===== src/rtl/jk_bank_driver_pkg.sv =====
// rtl/jk_bank_driver_pkg.sv - shared encodings and helpers for the JK bank driver
// Purpose: request mode encodings, driver FSM state type, error counter width
//          and a saturating increment used by the error counter.
package jk_bank_driver_pkg;

    localparam logic [1:0] MODE_LOAD   = 2'b00;
    localparam logic [1:0] MODE_TOGGLE = 2'b01;
    localparam logic [1:0] MODE_CLEAR  = 2'b10;
    localparam logic [1:0] MODE_HOLD   = 2'b11;

    localparam int ERR_COUNT_W = 8;
    localparam logic [ERR_COUNT_W-1:0] ERR_COUNT_MAX = '1;

    typedef enum logic [1:0] {
        ST_IDLE  = 2'd0,
        ST_DRIVE = 2'd1,
        ST_CHECK = 2'd2
    } state_t;

    function automatic logic [ERR_COUNT_W-1:0] sat_inc(input logic [ERR_COUNT_W-1:0] v);
        return (v == ERR_COUNT_MAX) ? v : v + {{(ERR_COUNT_W-1){1'b0}}, 1'b1};
    endfunction

endpackage


===== src/rtl/jk_bank_driver_excite.sv =====
// rtl/jk_bank_driver_excite.sv - per-bit JK excitation cell
// Purpose: combinational J/K drive that moves one JK flip-flop from q to t.
// Ports:
//   q    current flip-flop output
//   t    target value
//   hold force J=K=0 regardless of q/t
//   j, k excitation outputs
// DC_POLICY is the value used for the don't-care half of each entry:
// 0 yields hold/set/reset encodings, 1 yields toggle encodings.
module jk_excite #(
    parameter bit DC_POLICY = 1'b0
) (
    input  logic q,
    input  logic t,
    input  logic hold,
    output logic j,
    output logic k
);

    always_comb begin
        j = 1'b0;
        k = 1'b0;
        if (!hold) begin
            if (!q) begin
                j = t;
                k = DC_POLICY;
            end else begin
                j = DC_POLICY;
                k = ~t;
            end
        end
    end

endmodule


===== src/rtl/jk_bank_driver.sv =====
// rtl/jk_bank_driver.sv - JK flip-flop bank driver with post-drive verification
// Purpose: accepts target requests, drives J/K for one cycle, then compares
//          the bank output with the target and records mismatches.
// Ports:
//   CLK, RST              clock, asynchronous active-high reset
//   IN_VALID/IN_READY     request handshake; IN_MODE selects LOAD/TOGGLE/CLEAR/HOLD
//   IN_DATA               LOAD target or TOGGLE mask
//   Q_FB                  Q outputs of the driven bank
//   J, K                  registered excitation to the bank
//   BUSY, DONE            operation in progress, one-cycle completion pulse
//   ERR, ERR_MASK         sticky mismatch flag, mismatch bits of the latest check
//   ERR_COUNT, ERR_CLR    saturating failed-check count, synchronous clear
module jk_bank_driver
    import jk_bank_driver_pkg::*;
#(
    parameter int WIDTH     = 8,
    parameter bit DC_POLICY = 1'b0
) (
    input  logic                   CLK,
    input  logic                   RST,
    input  logic                   IN_VALID,
    output logic                   IN_READY,
    input  logic [1:0]             IN_MODE,
    input  logic [WIDTH-1:0]       IN_DATA,
    input  logic [WIDTH-1:0]       Q_FB,
    output logic [WIDTH-1:0]       J,
    output logic [WIDTH-1:0]       K,
    output logic                   BUSY,
    output logic                   DONE,
    output logic                   ERR,
    output logic [WIDTH-1:0]       ERR_MASK,
    output logic [ERR_COUNT_W-1:0] ERR_COUNT,
    input  logic                   ERR_CLR
);

    state_t                   state_q, state_d;
    logic [WIDTH-1:0]         target_q, target_d;
    logic [WIDTH-1:0]         j_d, k_d;
    logic [WIDTH-1:0]         mismatch;
    logic [ERR_COUNT_W-1:0]   cnt_base;
    logic                     accept;
    logic                     hold;

    // Ready is gated by RST so nothing can be accepted while reset is held.
    assign IN_READY = (state_q == ST_IDLE) && !RST;
    assign accept   = IN_VALID && IN_READY;
    assign BUSY     = (state_q != ST_IDLE);
    assign hold     = (IN_MODE == MODE_HOLD);
    assign mismatch = Q_FB ^ target_q;
    // ERR_CLR coincident with a failing check clears first, then records.
    assign cnt_base = ERR_CLR ? '0 : ERR_COUNT;

    always_comb begin
        target_d = Q_FB;
        case (IN_MODE)
            MODE_LOAD:   target_d = IN_DATA;
            MODE_TOGGLE: target_d = Q_FB ^ IN_DATA;
            MODE_CLEAR:  target_d = '0;
            default:     target_d = Q_FB;
        endcase
    end

    for (genvar i = 0; i < WIDTH; i++) begin : g_excite
        jk_excite #(.DC_POLICY(DC_POLICY)) u_excite (
            .q    (Q_FB[i]),
            .t    (target_d[i]),
            .hold (hold),
            .j    (j_d[i]),
            .k    (k_d[i])
        );
    end

    always_ff @(posedge CLK or posedge RST) begin
        if (RST) begin
            state_q <= ST_IDLE;
        end else begin
            state_q <= state_d;
        end
    end

    always_comb begin
        state_d = state_q;
        case (state_q)
            ST_IDLE:  if (accept) state_d = ST_DRIVE;
            ST_DRIVE: state_d = ST_CHECK;
            ST_CHECK: state_d = ST_IDLE;
            default:  state_d = ST_IDLE;
        endcase
    end

    always_ff @(posedge CLK or posedge RST) begin
        if (RST) begin
            J         <= '0;
            K         <= '0;
            target_q  <= '0;
            DONE      <= 1'b0;
            ERR       <= 1'b0;
            ERR_MASK  <= '0;
            ERR_COUNT <= '0;
        end else begin
            // J/K default to zero so the drive lasts exactly the DRIVE cycle.
            J    <= '0;
            K    <= '0;
            DONE <= 1'b0;
            if (accept) begin
                target_q <= target_d;
                J        <= j_d;
                K        <= k_d;
            end
            if (ERR_CLR) begin
                ERR       <= 1'b0;
                ERR_MASK  <= '0;
                ERR_COUNT <= '0;
            end
            if (state_q == ST_CHECK) begin
                DONE     <= 1'b1;
                ERR_MASK <= mismatch;
                if (|mismatch) begin
                    ERR       <= 1'b1;
                    ERR_COUNT <= sat_inc(cnt_base);
                end
            end
        end
    end

endmodule


===== config.mk =====
export PLATFORM = sky130hd
export DESIGN_NAME = jk_bank_driver
export DESIGN_NICKNAME = d
export VERILOG_FILES = /design/src/rtl/jk_bank_driver_pkg.sv /design/src/rtl/jk_bank_driver_excite.sv /design/src/rtl/jk_bank_driver.sv
export SDC_FILE = /design/constraint.sdc
export NUM_CORES = 1
export LEC_CHECK = 0
export CAP_MARGIN = 10
export CORE_MARGIN = 2
export CORE_UTILIZATION = 40
export CTS_BUF_LIST = sky130_fd_sc_hd__clkbuf_8
export DETAILED_ROUTE_END_ITERATION = 10
export PLACE_DENSITY = 0.69
export SYNTH_ARGS = -nofsm -noshare
export SYNTH_HDL_FRONTEND = slang
export SYNTH_SLANG_ARGS = --single-unit

===== constraint.sdc =====
create_clock -name CLK -period 1.9 [get_ports CLK]
set_clock_uncertainty 0.15 [all_clocks]
set_input_delay 0.19 -clock CLK [delete_from_list [all_inputs] [get_ports CLK]]
set_output_delay 0.19 -clock CLK [all_outputs]
set_load 0.05 [all_outputs]

-- Word level (Yosys, flattened, before mapping)
Cells that the tools add are included.
- reduce and logical (&&, ||, !) cells: 8
- add/subtract/negate cells: 1
- bitwise gates (word level): 10
- muxes and demuxes: 47
- equal/unequal tests: 7
- operators by type and width (cell ; number):
    $mux W8 ; 8
    $mux W1 ; 36
    $pmux W8 S3 ; 1
    $xor A8 B8 Y8 ; 2
    $add A8 B1 Y8 const B ; 1
    $eq A8 B8 Y1 const B ; 1
    $not A1 Y1 ; 8
    $reduce_or A8 Y1 ; 1
    $eq A2 B2 Y1 const B ; 3
    $eq A2 B1 Y1 const B ; 2
    $logic_not A2 Y1 ; 2
    $pmux W2 S2 ; 1
    $reduce_bool A2 Y1 ; 2
    $logic_and A1 B1 Y1 ; 2
    $mux W2 ; 1
    $ne A2 B2 Y1 const B ; 1
    $logic_not A1 Y1 ; 1
- input port bits: 22
- logic and storage cells: 81
- bits in registers: 44
- output and inout port bits: 36

-- Depth between registers and ports, before layout
- word-level depth: 6
- mapped depth: 7
- mapped depth without buffers: 5

-- Hierarchy
A second synthesis with hierarchy kept.
- cells, all modules: 192
- area, all modules: 2093.3 µm²
- by module, submodules not included (module ; seq. area each (µm²) ; times used ; area each (µm²) ; cells each):
    jk_bank_driver ; 1101.1 ; 1 ; 1973.1 ; 176
    jk_excite ; 0.0 ; 8 ; 15.0 ; 2

-- Least setup slack after synthesis
Ideal clock, no wire load.
- path type: register to register
- from: reg state_q[1]
- to: reg J[0]
- clock period less this slack: 2.217 ns
- cell stages (with the launch flop): 8
- setup time: 0.088 ns
- required time: 1.662 ns
- path buffers: 2
- slack: -0.317 ns
- data arrival time: 1.979 ns
- cell sequence: dfrtp_1 or2_1 nor2_2 and2_1 buf_4 nand2b_1 buf_6 nor3b_1
- word-level cells in the longest chain between the ends: 4
- RTL lines (element ; line ; source):
    start, declared ; jk_bank_driver.sv:36 ; state_t state_q, state_d;
    start signal, assigned ; jk_bank_driver.sv:77 ; state_q <= state_d;
    $logic_not A2 Y1 ; jk_bank_driver.sv:45 ; assign IN_READY = (state_q == ST_IDLE) && !RST;
    $logic_and A1 B1 Y1 ; jk_bank_driver.sv:45 ;
    net IN_READY ; jk_bank_driver.sv:22 ; output logic IN_READY,
    $logic_and A1 B1 Y1 ; jk_bank_driver.sv:46 ; assign accept = IN_VALID && IN_READY;
    $mux W8 ; jk_bank_driver.sv:105 ; if (accept) begin
    end signal, assigned ; jk_bank_driver.sv:107 ; J <= j_d;
    end, declared ; jk_bank_driver.sv:26 ; output logic [WIDTH-1:0] J,
The timed path passes the listed nets, and every way through them passes these cells.
A chain may end at the register's enable or synchronous reset.

-- Worst setup path after layout
- from: reg ERR_COUNT[4]
- to: out ERR_COUNT[4]
- RTL lines (element ; line ; source):
    start, declared ; jk_bank_driver.sv:32 ; output logic [ERR_COUNT_W-1:0] ERR_COUNT,
    start signal, assigned ; jk_bank_driver.sv:120 ; ERR_COUNT <= sat_inc(cnt_base);
No word-level cell between the ends.

==> results.sh <==
export IMPL_cp_cell_sequence="clkdlybuf4s50_1"
export IMPL_yosysSeqAreaShare=0.541
export IMPL_rows=25
export IMPL_core_area_um2=4820
export IMPL_critPathMaxStageDelay_ns=0.82
export IMPL_via_per_inst=4.80
export IMPL_antenna_found_initial=0
export IMPL_total_leakage_power_uw=0.00134
export IMPL_start_kind="flip-flop"
export IMPL_path_max_fanout=4
export IMPL_diodes=0
export IMPL_cts_tree="built"
export IMPL_h_tree_depth=2
export IMPL_areaGrowthSynthToFinish_pct=43.8
export IMPL_dr_total_vias=1569
export IMPL_final_nets=282
export IMPL_ir_drop_mv=0.437
export IMPL_drive_gt1_frac=0.123
export IMPL_tns_ns=0
export IMPL_fp_dieH_um=75.4
export IMPL_hold_class="primary input to async pin"
export IMPL_initial_core_util=0.423
export IMPL_min_period_ns=1.84
export IMPL_synth_nets=212
export IMPL_worstSetupPathType="flip-flop to primary output"
export IMPL_grt_pass1_wl_um=7170
export IMPL_required_ns=1.56
export IMPL_grt_max_degree=19
export IMPL_yosys_warnings=0
export IMPL_ios=58
export IMPL_hold_viol=0
export IMPL_synth_top_cell_area_share=0.541
export IMPL_die_w_um=75.4
export IMPL_ys_types=35
export IMPL_critical_path_top_delay_family="buffers and inverters"
export IMPL_dpl_hpwl_um=3240
export IMPL_gp_congestion=0.822
export IMPL_clock_latency_ns=0.30
export IMPL_numCtsBuffers=5
export IMPL_final_cell_count_no_fill=327
export IMPL_routedWlPerCell_um=13.0
export IMPL_syn_area_per_cell_um2=10.7
export IMPL_syn_cell_area_um2=2040
export IMPL_worstMarginPinSlew_ns=0.518
export IMPL_netlist_instances=190
export IMPL_grt_usage=0.173
export IMPL_powerDensity_nw_per_um2=833
export IMPL_antenna_left=0
export IMPL_drc=0
export IMPL_ys_ff_latch=44
export IMPL_post_cts_buffers=0
export IMPL_netlist_top_cells_area="dfrtp_1 (54%), xnor2_1 (9.0%), nor3b_1 (3.3%)"
export IMPL_endpoint_kind="primary output"
export IMPL_synth_top_area_cell="dfrtp_1"
export IMPL_pre_cts_ws_ns=-0.0597
export IMPL_clkSinkCount=44
export IMPL_clockBufferDepth=2
export IMPL_clockRootBuffer="clkbuf_8"
export IMPL_port_buffers=57
export IMPL_setup_ws_ns=0.0576
export IMPL_grt_pass1_vias=1548
export IMPL_post_route_period_util=0.970
export IMPL_die_area_um2=5680
export IMPL_postLayoutCoreUtil=0.608
export IMPL_hold_buffers=0
export IMPL_fmax_mhz=543
export IMPL_rsz0062_at_grt="false"
export IMPL_path_buf_inv=1
export IMPL_r2r_setup_slack_ns=0.16
export IMPL_grt_overflow=0
export IMPL_status="finished, final reports clean"
export IMPL_place_inst=320
export IMPL_first_pass_iters=4
export IMPL_cp_slowest_cell="clkdlybuf4s50_1"
export IMPL_max_slew_margin_rel=0.653
export IMPL_clk_pin_slew_worst_paths_ns=0.08
export IMPL_wl_um=4260
export IMPL_first_iter_violations=50
export IMPL_drv_slew=0
export IMPL_setup_viol_count_final=0
export IMPL_maxCapViolCount=0
export IMPL_fin_total_pwr_uw=2440
export IMPL_crit_arrival_ns=1.50
[where the power goes]
part | leakage (µW) | switching (µW) | internal [µW]
Clock | 0.0000642 | 310 | 517
Sequential | 0.000584 | 46.7 | 1010
Combinational | 0.000695 | 319 | 238
[registers in the layout, indices dropped and copies added (netlist names)]
name / flops
J: 8
ERR_MASK: 8
ERR_COUNT: 8
state_q: 2
ERR: 1
DONE: 1
target_q: 8
K: 8
[cell families (layout without fill, tap and decap cells)]
| family | Yosys count | after routing | share of synthesized area |
|---|---|---|---|
| AOI/OAI and AO/OA | 29 | 29 | 0.0786 |
| xor gates and xnor gates | 25 | 25 | 0.107 |
| buffers and inverters | 13 | 83 | 0.0362 |
| DFF | 44 | 44 | 0.541 |
| and+or+nand+nor | 79 | 79 | 0.237 |
[metrics by stage]
step / hold slack, ns / area (µm²)
3_3_place_gp: 0.295 / 2790
2_1_floorplan: 0.110 / 2040
3_5_place_dp: 0.297 / 2790
5_1_grt: 0.158 / 2930
6_report: 0.114 / 2930
4_1_cts: 0.117 / 2920
[routing by layer]
metal	global-route usage	wire length [µm]
met1	0.228	1890
met2	0.271	2000
met3	0.0503	306
met4	0.0682	65
met5	0	0
[path summary, 6_finish.rpt]
| kind | from | to | cells past startpoint |
|---|---|---|---|
| max | ERR_COUNT[4] | ERR_COUNT[4] | 1 |
| min | RST | ERR_COUNT[4] | 2 |
| max reg2reg | state_q[1] | J[4] | 5 |
| min reg2reg | state_q[1] | state_q[1] | 1 |
| max in group asynchronous | RST | ERR_MASK[7] | 3 |
| min in group CLK | state_q[1] | state_q[1] | 1 |
[cells in the mapped netlist (all sizes together)]
| library cell | n |
|---|---|
| clkbuf | 2 |
| nor3b | 9 |
| and3b | 4 |
| a21oi | 12 |
| or4 | 1 |
| xor2 | 4 |
| nor3 | 2 |
| nand3 | 3 |
| clkinv | 1 |
| nor2 | 10 |
| dfrtp | 44 |
| nand2 | 13 |
| and3 | 6 |
| nand3b | 8 |
| or2 | 1 |
| nor2b | 8 |
| a31oi | 1 |
| buf | 8 |
| or3 | 3 |
| xnor2 | 21 |
| nand2b | 6 |
| o21ai | 13 |
| inv | 2 |
| and2 | 1 |
| a31o | 1 |
| nand4 | 3 |
| and4b | 1 |
| a2bb2oi | 1 |
| o21a | 1 |
[placed cells by master, fill, tap and decap left out]
master and n:
dlymetal6s2s_1 5, nand4_2 2, buf_4 15, nand4_1 1
o21ai_0 12, a2bb2oi_1 1, xnor2_1 21, nor3_1 2
a21oi_1 12, clkbuf_8 5, clkdlybuf4s50_1 49, or2_4 1
nor2b_1 8, bufinv_16 2, dfrtp_1 44, nand3b_1 8
o21a_1 1, or3_1 3, nand3_1 3, o21ai_2 1
nand2b_1 6, nor2_1 9, and3_1 5, a31oi_1 1
nand2_1 13, dlygate4sd2_1 1, and4b_1 1, and2_1 1
nor2_4 1, and3b_1 4, and3_2 1, or4_1 1
a31o_2 1, buf_12 3, nor3b_1 9, inv_1 1
clkinv_1 2, xor2_1 4
[cell type report]
type / instances / area (µm²)
multi-input combinational: 133 / 870
tap: 67 / 83.8
clock buffer: 5 / 68.8
fill: 435 / 1890
inverter: 3 / 11.3
timing repair buffer: 73 / 734
sequential: 44 / 1100
clock inverter: 2 / 60.1
[what timing repair did]
item / in CTS / in global routing
setup endpoints to repair: 1 / 5
hold endpoints to repair: 0 / 0
gates resized for setup: 1 / 5
No activity file was read; power rests on OpenSTA's default activity.
